<file path="src/rtl/mdc_sat_counter.sv">
// Saturating up/down level counter with synchronous load.
// Ports:
//   clk, rst     clock, synchronous active-high reset (loads RST_VAL)
//   i_load       load i_load_val this cycle (beats inc/dec)
//   i_load_val   value to load
//   i_inc/i_dec  step up (stops at MAX) / step down (stops at 0)
//   o_q          registered level
//   o_q_nxt      level after the coming edge, for flags that must
//                change together with the level
module mdc_sat_counter #(
  parameter int LVL_W   = 4,
  parameter int MAX     = 15,
  parameter int RST_VAL = 0
) (
  input  logic             clk,
  input  logic             rst,
  input  logic             i_load,
  input  logic [LVL_W-1:0] i_load_val,
  input  logic             i_inc,
  input  logic             i_dec,
  output logic [LVL_W-1:0] o_q,
  output logic [LVL_W-1:0] o_q_nxt
);

  localparam logic [LVL_W-1:0] MAX_V = LVL_W'(MAX);
  localparam logic [LVL_W-1:0] RST_V = LVL_W'(RST_VAL);

  logic [LVL_W-1:0] r_q;
  logic [LVL_W-1:0] w_nxt;

  always_comb begin
    w_nxt = r_q;
    if (i_load) begin
      w_nxt = i_load_val;
    end else if (i_inc && !i_dec) begin
      if (r_q < MAX_V) w_nxt = r_q + 1'b1;
    end else if (i_dec && !i_inc) begin
      if (r_q != '0) w_nxt = r_q - 1'b1;
    end
  end

  always_ff @(posedge clk) begin
    if (rst) r_q <= RST_V;
    else     r_q <= w_nxt;
  end

  assign o_q     = r_q;
  assign o_q_nxt = w_nxt;

endmodule

</file>
<file path="config.mk">
export PLATFORM = sky130hd
export DESIGN_NAME = mdc_sat_counter
export DESIGN_NICKNAME = d
export VERILOG_FILES = /design/src/rtl/mdc_sat_counter.sv
export SDC_FILE = /design/constraint.sdc
export NUM_CORES = 1
export LEC_CHECK = 0
export CAP_MARGIN = 20
export CORE_AREA = 5 5 42 44
export CTS_CLUSTER_SIZE = 28
export DETAILED_ROUTE_END_ITERATION = 10
export DIE_AREA = 0 0 47 49
export PLACE_DENSITY_LB_ADDON = 0.12
export RECOVER_POWER = 100
export REMOVE_ABC_BUFFERS = 1
export SYNTH_ARGS = -nofsm -noshare
export SYNTH_HDL_FRONTEND = slang
export SYNTH_SLANG_ARGS = --single-unit
</file>
<file path="constraint.sdc">
create_clock -name clk -period 2.6 [get_ports clk]
set_input_delay 0.52 -clock clk [delete_from_list [all_inputs] [get_ports clk]]
set_output_delay 0.52 -clock clk [all_outputs]
set_load 0.01 [all_outputs]
</file>
[Word level (Yosys, flattened, before mapping)]
Cells that the tools add are included.
Word-level totals
  output and inout port bits: 8
  register bits: 4
  logic and storage cells: 14
  input bits: 9
Operators by class
  reductions and logical operators: 5
  $add $sub $neg: 2
  order comparisons: 1
  multiplexer cells: 5
Operators with widths (number)
  2-to-1 mux 4 bit: 5
  adder 4 x 1 -> 4 bit, second input constant: 1
  < comparator 4 bit, second input constant: 1
  nonzero test 4 bit: 1
  subtractor 4 x 1 -> 4 bit, second input constant: 1
  logical AND 1 bit: 2
  zero test 1 bit: 2

[Logic depth before layout (Yosys ltp)]
  depth after elaboration: 5
  gate-level depth with buffers: 6

[Worst setup path before layout]
Ideal clock, no wire load.
  kind: reg-to-output
  start point: register r_q[0], in the netlist o_q[0]
  end point: output o_q_nxt[1]
  cell stages (with the launch flop): 7
  data required time: 2080 ps
  data arrival time: 1528 ps
  path buffers: 0
  setup slack: 552 ps
  cells stage by stage: dfxtp_1 -> inv_1 -> ha_1 -> inv_1 -> o311ai_2 -> o22ai_1 -> nor3_1
Between the ends
  cells in the longest elaborated chain, start to end: 5
  elaborated cells between the ends (all ways): 9
Ends and longest elaborated chain
  from (decl): line 28  | logic [LVL_W-1:0] r_q;
  from (signal assigned): line 44  | else r_q <= w_nxt;
  subtractor 4 x 1 -> 4 bit or nonzero test 4 bit (tied branches): line 38  | if (r_q != '0) w_nxt = r_q - 1'b1;
  2-to-1 mux 4 bit: line 38
  2-to-1 mux 4 bit: line 37  | end else if (i_dec && !i_inc) begin
  2-to-1 mux 4 bit (*): line 35  | end else if (i_inc && !i_dec) begin
  2-to-1 mux 4 bit (*): line 33  | if (i_load) begin
  to (decl): line 22  | output logic [LVL_W-1:0] o_q_nxt
Mark *: on every way between the ends. The rest lies on a longest branch, timed or not.

[Worst setup path after layout]
  start point: input i_load
  end point: output o_q_nxt[0]
Between the ends
  cells in the longest elaborated chain, start to end: 1
Ends and longest elaborated chain
  from (decl): line 17  | input logic i_load,
  2-to-1 mux 4 bit: line 33
No other way between the ends.

==> key figures <==
Synthesis
  • Post-Synth XOR/XNOR Area: 0%
  • Post-synth EDFFs: 0
  • Synth Instances: 53
  • FF+latch count, synth: 4
  • Yosys top cell by area: dfxtp_1
  • Largest family of logic cells by synthesized area: compound AO/OA/AOI/OAI gates
  • Mapped cell area: 429.2 um^2
  • Synth Area in Compound Gates: 35.57%
  • Count of unique library cells instantiated by Yosys: 34
  • Post-Syn Area per Cell: 8.097 um^2
  • Adder-cell area share of the yosys netlist: 5.831%
  • Synth async-reset ratio: 0%
  • Synth area leaders: dfxtp_1, inv_1, ha_1
  • Post-synth top area share: 18.66%
  • Ys Warns: 0
  • Top FF cell, synth: dfxtp_1
  • Post-synthesis mux area share: 2.332%
  • Synth Area in Simple Gates: 28.57%
  • Post-synthesis sequential area ratio: 18.66%

Place
  • Placed cell area: 683.2 um^2
  • GPL Wtd Cong: 0.7914
  • Port Buffers: 16
  • Hpwl dp: 908.6 um
  • Dpl ws: -0.3872 ns

Global routing
  • Global-route wire length before repair: 2014 um
  • Global Route Usage Sum: 11.95%
  • Initial antenna violation count: 0
  • Pin count of the biggest net entering global routing: 11
  • GRT overflow: 0
  • Vias in the first global route: 477

Clock network
  • CTS Buf Count: 3
  • Max clock buf depth: 2
  • Clk slew on worst S/H paths: 0.03 ns
  • CTS tree: built
  • Hold-fix buffers at CTS: 0
  • # clock sinks: 4
  • CTS H-tree lvls: 1
  • Clk_lat worst skew: 0.23 ns
  • Setup repair bufs after CTS: 0
  • Root buf cell: clkbuf_4

Die
  • Initial core utilization: 30.63%
  • Top Ports: 17
  • Full die area: 2303 um^2
  • Cell Rows: 14
  • Die Wd: 47 um
  • Core ar.: 1401 um^2
  • Die Height: 49 um

Worst setup path
  • CP bufs+invs: 2
  • Critical path depth: 5
  • Slowest-stage cell, CP: or4_1
  • CP cell instances: clkdlybuf4s50_1, or4_1, o311a_2, nand2_1, clkdlybuf4s15_2
  • Worst Setup End Kind: output port
  • Crit path kind: input port to output port
  • Startpoint Class: input port
  • R2R cell count: 6
  • Crit path max fanout: 4
  • Critical path arrival: 1.94 ns
  • Worst path required time: 2.08 ns
  • Crit-path max cell delay: 0.52 ns
  • Largest delay share family, worst path: buffers and inverters
  • Reg-to-reg slack, setup: 0.96 ns

Run
  • Max-cap violations: 0

Layout
  • Ratio of cells with drive above 1 in the final layout: 32.10%
  • Synth-to-Final Area Change: 68.22%
  • Register area: 81.33 um^2
  • Max reg flops: 4
  • Multi-input gate area in the final layout: 326.6 um^2
  • Final #Nets: 94
  • Layout fillers: 151
  • Commonest non-fill, non-tap cell in the layout: buf_4
  • Ant diodes: 0
  • Fin util: 51.52%
  • Post-layout instance area: 721.9 um^2
  • Most frequent cells in the layout: buf_4, clkdlybuf4s50_1, inv_1, nand2_1, dlygate4sd2_1

Timing
  • Skew final: 0.004463 ns
  • Worst slew pin tran: 0.3648 ns
  • Clock period minus worst slack: 2.456 ns
  • Fin crit share: 94.46%
  • Final Hold Fails: 0
  • Setup WS post-layout: 0.1440 ns
  • Final setup violating endpoints: 0
  • FMAX: 407.2 MHz
  • Max-slew violations: 0
  • Max-slew headroom at the worst pin: 75.65%

Drt
  • DRC Markers: 0
  • Post-route ant nets: 0
  • Routed WL per cell: 12.34 um
  • Wirelength, routed: 1197 um
  • DRT iter0 DRCs: 7
  • DR pass1 iterations: 4
  • Vias per cell: 5.113
  • Vias post-DR: 496

Hold path
  • Hold path depth: 3
  • Min-Delay Path Class: register to register

Power and ir drop
  • Logic pwr share: 42.4%
  • Flop pwr share: 29.4%
  • Pwr dens: 372.1 nW/um^2
  • Switching pwr: 0.08442 mW
  • Leak pwr: 0.3181 nW
  • Int Pwr: 0.1842 mW
  • Sw frac: 31.43%
  • VDD IR-drop max: 0.0002194 V
  • Clock share of power: 28.3%

Run status
  • Status: finished clean
-- logic make-up (layout without fill, tap and decap cells) --
family | count (synthesis) | after routing
buffers and inverters | 10 | 38
AOI/OAI and AO/OA | 18 | 18
adders and majority gates | 2 | 2
muxes | 1 | 1
DFF | 4 | 4
and+or+nand+nor | 18 | 18
-- final timing paths --
path / endpoint / from
worst max register to register: o_q[0]$_SDFF_PP0_ / o_q[1]$_SDFF_PP0_
worst max-delay path: o_q_nxt[0] / i_load
worst min-delay path: o_q[0]$_SDFF_PP0_ / o_q[0]$_SDFF_PP0_
worst min register to register: o_q[0]$_SDFF_PP0_ / o_q[0]$_SDFF_PP0_
-- repair_timing --
action | in CTS | in global routing
setup endpoints to repair | 4 | 3
resized for setup | 7 | 4
pin swaps | 0 | 1
-- Yosys cell counts (all sizes together) (2+ instances only) --
| master | n |
|---|---|
| a211oi | 2 |
| a21oi | 4 |
| dfxtp | 4 |
| ha | 2 |
| inv | 8 |
| nand2 | 6 |
| nand2b | 2 |
| nor3 | 2 |
| o21ai | 2 |
| o22ai | 2 |
-- metrics by stage --
step	TNS (ns)	std cells	total power, mW	hold WS (ns)
final	0	97	0.2686	0.6635
after global routing	-0.02173	97	0.2931	0.7096
after CTS	0	97	0.2713	0.7178
after detailed placement	-1.099	94	0.1947	0.7091
after global placement	-1.117	94	0.1949	0.7169
after floorplan	0	51	0.1276	0.5824
-- final cells by class --
cell class	instances	area share, %
Multi-Input combinational cell	39	45.23
Timing Repair Buffer	27	33.45
Sequential cell	4	11.27
Inverter	8	4.159
Clock buffer	3	3.120
Tap cell	16	2.773
-- per-layer routing --
| metal | share of wire, % | global-route usage (%) | vias to the layer above |
|---|---|---|---|
| met2 | 43 | 15.61 | 15 |
| met5 | 0 | 0 | - |
| met4 | 2.6 | 6.912 | 0 |
| met3 | 6.4 | 3.690 | 4 |
| met1 | 47 | 16.59 | 216 |
| li1 | - | - | 261 |
-- power groups by stage --
stage | Combinational [mW] | Clock (mW) | Sequential [mW]
after floorplan | 0.0483 | 0 | 0.0793
after global placement | 0.116 | 0 | 0.0790
after detailed placement | 0.116 | 0 | 0.0785
after CTS | 0.112 | 0.0814 | 0.0776
after global routing | 0.126 | 0.0864 | 0.0807
final | 0.114 | 0.0759 | 0.0789
-- tightest hold or removal path: cells and delay by family (launching register included) --
family	cells	cell delay (ns)
compound gates	2	0.17
buf+inv	1	0.12
flops	1	0.34
Note: power is estimated with default switching activity, not from simulation.
